<file path="src/rtl/lookup_req_arbiter_pkg.sv">
// Shared lookup-arbiter types: FSM state encoding and a width helper reused by table controllers.
// Also supplies a default header-bus width for builds that do not define OF_HEADER_REG_WIDTH.
`ifndef OF_HEADER_REG_WIDTH
`define OF_HEADER_REG_WIDTH 64
`endif

package lookup_req_arbiter_pkg;

  typedef enum logic [1:0] {
    LKP_ARB_IDLE  = 2'd0,
    LKP_ARB_ISSUE = 2'd1,
    LKP_ARB_WAIT  = 2'd2,
    LKP_ARB_RESP  = 2'd3
  } lkp_arb_state_t;

  // Ceiling log2, clamped to 1 so a counter or index never collapses to zero width.
  function automatic int lkp_clog2(input int value);
    int width;
    width = 0;
    while ((1 << width) < value) width++;
    return (width < 1) ? 1 : width;
  endfunction

endpackage

</file>
<file path="src/rtl/lookup_req_arbiter_rr_pick.sv">
// Combinational round-robin picker: first set request at or above ptr, wrapping past NUM_REQ-1.
// Zero latency; idx is only meaningful while any is high.
module lkp_rr_pick
  import lookup_req_arbiter_pkg::*;
#(
  parameter int NUM_REQ = 2,
  parameter int PW      = lkp_clog2(NUM_REQ)
) (
  input  logic [NUM_REQ-1:0] req_valid,
  input  logic [PW-1:0]      ptr,
  output logic               any,
  output logic [PW-1:0]      idx
);

  logic [PW:0] w_pos;

  // Walk from the farthest candidate back to ptr so the closest set bit is written last.
  always_comb begin
    idx   = '0;
    w_pos = '0;
    for (int i = NUM_REQ - 1; i >= 0; i--) begin
      w_pos = {1'b0, ptr} + (PW+1)'(i);
      if (w_pos >= (PW+1)'(NUM_REQ)) w_pos = w_pos - (PW+1)'(NUM_REQ);
      if (req_valid[w_pos[PW-1:0]]) idx = w_pos[PW-1:0];
    end
  end

  assign any = |req_valid;

endmodule

</file>
<file path="src/rtl/lookup_req_arbiter.sv">
// Round-robin share of one lookup engine: grant -> ack+lkp_req next cycle, rsp one cycle after lkp_done.
// Engine stalls hold lkp_req/lkp_hdr; waiting requesters stay pending. LKP_ARB_STATS_EN adds grant/timeout counters.
module lookup_req_arbiter
  import lookup_req_arbiter_pkg::*;
#(
  parameter int NUM_REQ   = 2,
  parameter int HDR_WIDTH = `OF_HEADER_REG_WIDTH,
  parameter int RES_WIDTH = 32,
  parameter int TIMEOUT   = 255
) (
  input  logic                         clk,
  input  logic                         reset,
  input  logic [NUM_REQ-1:0]           req_valid,
  input  logic [NUM_REQ*HDR_WIDTH-1:0] req_hdr,
  output logic [NUM_REQ-1:0]           req_ack,
  output logic [NUM_REQ-1:0]           rsp_valid,
  output logic                         rsp_hit,
  output logic                         rsp_timeout,
  output logic [RES_WIDTH-1:0]         rsp_data,
  output logic                         lkp_req,
  output logic [HDR_WIDTH-1:0]         lkp_hdr,
  input  logic                         lkp_rdy,
  input  logic                         lkp_done,
  input  logic                         lkp_hit,
  input  logic [RES_WIDTH-1:0]         lkp_data,
`ifdef LKP_ARB_STATS_EN
  output logic [31:0]                  stat_grants,
  output logic [31:0]                  stat_timeouts,
`endif
  output logic                         busy
);

  localparam int PW = lkp_clog2(NUM_REQ);
  localparam int CW = lkp_clog2(TIMEOUT + 1);
  localparam logic [NUM_REQ-1:0] ONE_HOT0 = NUM_REQ'(1);

  lkp_arb_state_t r_state, w_state_nxt;

  logic [PW-1:0]        r_ptr;
  logic [PW-1:0]        r_gnt;
  logic [CW-1:0]        r_cnt;
  logic [NUM_REQ-1:0]   r_req_ack;
  logic [NUM_REQ-1:0]   r_rsp_valid;
  logic                 r_rsp_hit;
  logic                 r_rsp_timeout;
  logic [RES_WIDTH-1:0] r_rsp_data;
  logic                 r_lkp_req;
  logic [HDR_WIDTH-1:0] r_lkp_hdr;
  logic                 r_busy;

  logic          w_any;
  logic [PW-1:0] w_idx;
  logic          w_grant;
  logic          w_expire;
  logic          w_done;
  logic          w_tmo;

  lkp_rr_pick #(
    .NUM_REQ (NUM_REQ),
    .PW      (PW)
  ) u_pick (
    .req_valid (req_valid),
    .ptr       (r_ptr),
    .any       (w_any),
    .idx       (w_idx)
  );

  assign w_grant  = (r_state == LKP_ARB_IDLE) && w_any;
  assign w_expire = (TIMEOUT != 0) && (r_cnt == CW'(TIMEOUT));
  assign w_done   = (r_state == LKP_ARB_WAIT) && lkp_done;
  // A completion arriving on the expiry cycle still counts as a real answer.
  assign w_tmo    = (r_state == LKP_ARB_WAIT) && !lkp_done && w_expire;

  always_ff @(posedge clk or negedge reset) begin
    if (!reset) r_state <= LKP_ARB_IDLE;
    else        r_state <= w_state_nxt;
  end

  always_comb begin
    w_state_nxt = r_state;
    case (r_state)
      LKP_ARB_IDLE:  if (w_any) w_state_nxt = LKP_ARB_ISSUE;
      LKP_ARB_ISSUE: if (lkp_rdy) w_state_nxt = LKP_ARB_WAIT;
      LKP_ARB_WAIT:  if (lkp_done || w_expire) w_state_nxt = LKP_ARB_RESP;
      LKP_ARB_RESP:  w_state_nxt = LKP_ARB_IDLE;
      default:       w_state_nxt = LKP_ARB_IDLE;
    endcase
  end

  always_ff @(posedge clk or negedge reset) begin
    if (!reset) begin
      r_ptr         <= '0;
      r_gnt         <= '0;
      r_cnt         <= '0;
      r_req_ack     <= '0;
      r_rsp_valid   <= '0;
      r_rsp_hit     <= 1'b0;
      r_rsp_timeout <= 1'b0;
      r_rsp_data    <= '0;
      r_lkp_req     <= 1'b0;
      r_lkp_hdr     <= '0;
      r_busy        <= 1'b0;
    end else begin
      r_req_ack   <= '0;
      r_rsp_valid <= '0;
      r_lkp_req   <= (w_state_nxt == LKP_ARB_ISSUE);
      r_busy      <= (w_state_nxt != LKP_ARB_IDLE);
      if (w_grant) begin
        r_gnt     <= w_idx;
        r_lkp_hdr <= req_hdr[w_idx*HDR_WIDTH +: HDR_WIDTH];
        r_req_ack <= ONE_HOT0 << w_idx;
      end
      if ((r_state == LKP_ARB_ISSUE) && lkp_rdy) r_cnt <= '0;
      if ((r_state == LKP_ARB_WAIT) && (r_cnt != '1)) r_cnt <= r_cnt + 1'b1;
      if (w_done) begin
        r_rsp_valid   <= ONE_HOT0 << r_gnt;
        r_rsp_hit     <= lkp_hit;
        r_rsp_timeout <= 1'b0;
        r_rsp_data    <= lkp_hit ? lkp_data : '0;
      end else if (w_tmo) begin
        r_rsp_valid   <= ONE_HOT0 << r_gnt;
        r_rsp_hit     <= 1'b0;
        r_rsp_timeout <= 1'b1;
        r_rsp_data    <= '0;
      end
      if (r_state == LKP_ARB_RESP)
        r_ptr <= (r_gnt == PW'(NUM_REQ - 1)) ? '0 : r_gnt + 1'b1;
    end
  end

  assign req_ack     = r_req_ack;
  assign rsp_valid   = r_rsp_valid;
  assign rsp_hit     = r_rsp_hit;
  assign rsp_timeout = r_rsp_timeout;
  assign rsp_data    = r_rsp_data;
  assign lkp_req     = r_lkp_req;
  assign lkp_hdr     = r_lkp_hdr;
  assign busy        = r_busy;

`ifdef LKP_ARB_STATS_EN
  logic [31:0] r_stat_grants;
  logic [31:0] r_stat_timeouts;

  always_ff @(posedge clk or negedge reset) begin
    if (!reset) begin
      r_stat_grants   <= '0;
      r_stat_timeouts <= '0;
    end else begin
      if (w_grant) r_stat_grants <= r_stat_grants + 32'd1;
      if (w_tmo)   r_stat_timeouts <= r_stat_timeouts + 32'd1;
    end
  end

  assign stat_grants   = r_stat_grants;
  assign stat_timeouts = r_stat_timeouts;
`endif

endmodule

</file>
<file path="config.mk">
export PLATFORM = sky130hd
export DESIGN_NAME = lookup_req_arbiter
export DESIGN_NICKNAME = d
export VERILOG_FILES = /design/src/rtl/lookup_req_arbiter_pkg.sv /design/src/rtl/lookup_req_arbiter_rr_pick.sv /design/src/rtl/lookup_req_arbiter.sv
export SDC_FILE = /design/constraint.sdc
export NUM_CORES = 1
export LEC_CHECK = 0
export CORE_AREA = 2 2 111 113
export CTS_CLUSTER_DIAMETER = 100
export DETAILED_ROUTE_END_ITERATION = 10
export DIE_AREA = 0 0 113 115
export GPL_TIMING_DRIVEN = 1
export MAX_ROUTING_LAYER = met4
export PLACE_DENSITY_LB_ADDON = 0.25
export SLEW_MARGIN = 20
export SYNTH_ARGS = -nofsm -noshare
export SYNTH_HDL_FRONTEND = slang
export SYNTH_SLANG_ARGS = --single-unit
</file>
<file path="constraint.sdc">
create_clock -name clk -period 5.3 [get_ports clk]
set_clock_uncertainty 0.15 [all_clocks]
set_input_delay 1.06 -clock clk [delete_from_list [all_inputs] [get_ports clk]]
set_output_delay 1.06 -clock clk [all_outputs]
set_load 0.01 [all_outputs]
</file>
==> out/metrics.csv <==
metric,value,unit
result of the run,"complete, but fails checks",
violations in the final reports,design-rule violations,
crit-path max cell delay,0.96,ns
Max Fanout on Critical Path,50,
count of mapped cells out of synthesis,362,
final-report setup violation count,0,
starting density of the core,41.1,%
share of final-layout standard cells stronger than drive strength 1,7.84,%
actual transition at the worst max-transition pin,1.06,ns
max_slew headroom,29.4,%
number of global-route vias before repair,4475,
launching element type of the critical path,primary input,
overall global routing resource usage,25.3,%
fin util,69.3,%
post-route clock period utilization,56.6,%
Period minus WS final,3.00,ns
final weighted congestion in routability-driven placement,0.855,
# fillers,884,
leakage power figure,3.83,nW
maximum operating frequency,333,MHz
Worst Path Required,5.49,ns
CTS root buf,sky130_fd_sc_hd__clkbuf_16,
I/O pin total,271,
part of the Yosys area used for sequential elements,59.8,%
number of placed instances with taps included,753,
estimated wirelength of the detail-placed design,11600,µm
Post-CTS Hold Fix Bufs,0,
Post-CTS Setup Bufs,0,
CTS sink cnt,116,
total iterations of the first detailed-routing run,7,
Die W,113,µm
r2r worst-path depth,4,
register bit total from synthesis,116,
final global-route overflow total,0,
Resize count post-CTS,0,
worst path setup slack after routing,2.30,ns
mean instance size in the synthesized netlist,13.4,µm²
placeable core area,0.0118,mm²
# H-tree levels,4,
startpoint-to-endpoint class of the critical path,in -> reg,
path class of the lowest-slack min-delay path,reg -> reg,
number of inserted diodes,0,
multi-input logic area,0.00175,mm²
initial antenna violation count,0,
first-pass GRT wire length,24600,µm
num rows,40,
DIE AREA,0.0130,mm²
TritonCTS clock tree,built,
netlist area before placement,0.00485,mm²
Final Routed Wirelength,16000,µm
Crit-path slowest cell,sky130_fd_sc_hd__a2111oi_4,
area added between synthesis and finish,68.8,%
signal arrival time at the worst endpoint,3.19,ns
Fin Setup TNS,0,ns
number of input and output port buffers inserted,270,
remaining design rule violation count,20,
Final Hold Violating Endpoints,0,
number of synthesis warnings,0,
post-place setup slack,1.90,ns
tightest hold margin,0.334,ns
post-synthesis net count,530,
final net count,793,
maximum root-to-sink buffer count,2,
routed vias,4283,
Vert. Die Dim,115,µm
via-per-instance ratio,5.46,
RSZ-0062 raised after global routing,false,
clock slew at reported path FFs,0.06,ns
Storage cell area,0.00290,mm²
sequence of cells on the critical path,clkdlybuf4s50_1 > a2111oi_4 > buf_12 > a22o_1 > a21o_1,
number of DRC markers in iteration 0,327,
pin count of the biggest net entering global routing,85,
count of non-filler cells in the finished layout,785,
clock insertion delay at the later pin of the skew report,0.40,ns
TritonCTS buffer count,17,
final number of max-transition violations,0,
power per unit of standard cell area,587,mW/mm²
capturing element type of the critical path,flip-flop,
number of maximum-capacitance constraint violations,0,
final instance area,0.00819,mm²
Hold Crit Depth,1,
Antenna Violating Nets Remaining,0,
post-detailed-placement cell area,0.00759,mm²
peak supply drop,0.266,mV
number of distinct standard cells referenced by the synthesized netlist,34,
Routed wire per std cell,20.4,µm
"Power, Total",4.81,mW
==> cell usage in the layout (no fill, tap or decap), types with 3 or more instances in the layout <==
master,n
sky130_fd_sc_hd__nand3_1,5
sky130_fd_sc_hd__nor2_1,3
sky130_fd_sc_hd__dfrtp_1,116
sky130_fd_sc_hd__a21oi_1,4
sky130_fd_sc_hd__clkinvlp_4,5
sky130_fd_sc_hd__buf_4,3
sky130_fd_sc_hd__nand2_1,6
sky130_fd_sc_hd__clkdlybuf4s50_1,269
sky130_fd_sc_hd__clkbuf_16,17
sky130_fd_sc_hd__clkinv_4,4
sky130_fd_sc_hd__a22o_1,100
sky130_fd_sc_hd__a21o_1,66
sky130_fd_sc_hd__a31oi_1,4
==> worst max-delay path, delay by kind of cell <==
kind / cells / cell delay, ns
buf+inv: 2 / 0.84
compound gates: 3 / 1.24
==> final cells by class <==
type / count / share of cell area (%)
repair buffers: 274 / 33.5
clock inverters: 14 / 1.89
well taps: 147 / 2.25
clock buffers: 18 / 5.36
multi-input cells: 213 / 21.4
flip-flops and latches: 116 / 35.4
inverters: 3 / 0.137
==> kinds of logic after synthesis <==
family                     share of synthesized area [%]
DFF                                                 59.8
and+or+nand+nor                                     2.84
buffers and inverters                               4.41
adders and majority gates                          0.258
xor gates and xnor gates                           0.542
AOI/OAI and AO/OA                                   31.9
muxes                                              0.232
==> flip-flops by register name, indices dropped and copies added, names as in the netlist <==
signal and cells:
req_ack 2, lkp_req 1, r_cnt 8, r_state 2
rsp_data 32, busy 1, rsp_valid 2, r_gnt 1
lkp_hdr 64, r_ptr 1, rsp_timeout 1, rsp_hit 1
==> synth_stat cells, drive strengths merged <==
cell type	number	area [µm²]
dfrtp	116	2900
a22o	100	876
a21o	66	495
buf	23	176
clkbuf	7	26.3
nand2	6	22.5
a31oi	5	46.3
nand3	5	25.0
o21ai	5	36.3
a21oi	4	20.0
nor2	4	22.5
and3	3	18.8
inv	3	11.3
and4	2	22.5
nand2b	2	15.0
xnor2	2	17.5
a2111oi	1	27.5
a221o	1	10.0
a41oi	1	27.5
ha	1	12.5
mux2	1	11.3
nor3	1	5.00
nor4	1	6.26
o21a	1	7.51
xor2	1	8.76
==> power by group <==
part | switching (mW) | internal, mW
clock network | 0.428 | 0.708
logic | 0.863 | 1.26
registers | 0.259 | 1.29
total | 1.55 | 3.26
==> metal layers <==
metal / part of all wire (%) / up-vias / track usage [%]
met3: 8.3 / 32 / 7.70
met5: 0 / - / -
met4: 2.7 / 0 / 10.4
met1: 39 / 2122 / 29.9
li1: - / 1917 / -
met2: 50 / 212 / 40.8
==> path summary, 6_finish.rpt <==
path	start	endpoint	slack, ns
min reg2reg	rsp_hit	rsp_hit	0.33
min	rsp_hit	rsp_hit	0.33
max in group asynchronous	reset	lkp_hdr[34]	3.51
max	req_valid[1]	lkp_hdr[36]	2.30
min in group asynchronous	reset	rsp_data[11]	0.56
max reg2reg	r_state[0]	lkp_hdr[36]	2.85
(Power assumes the default switching activity.)
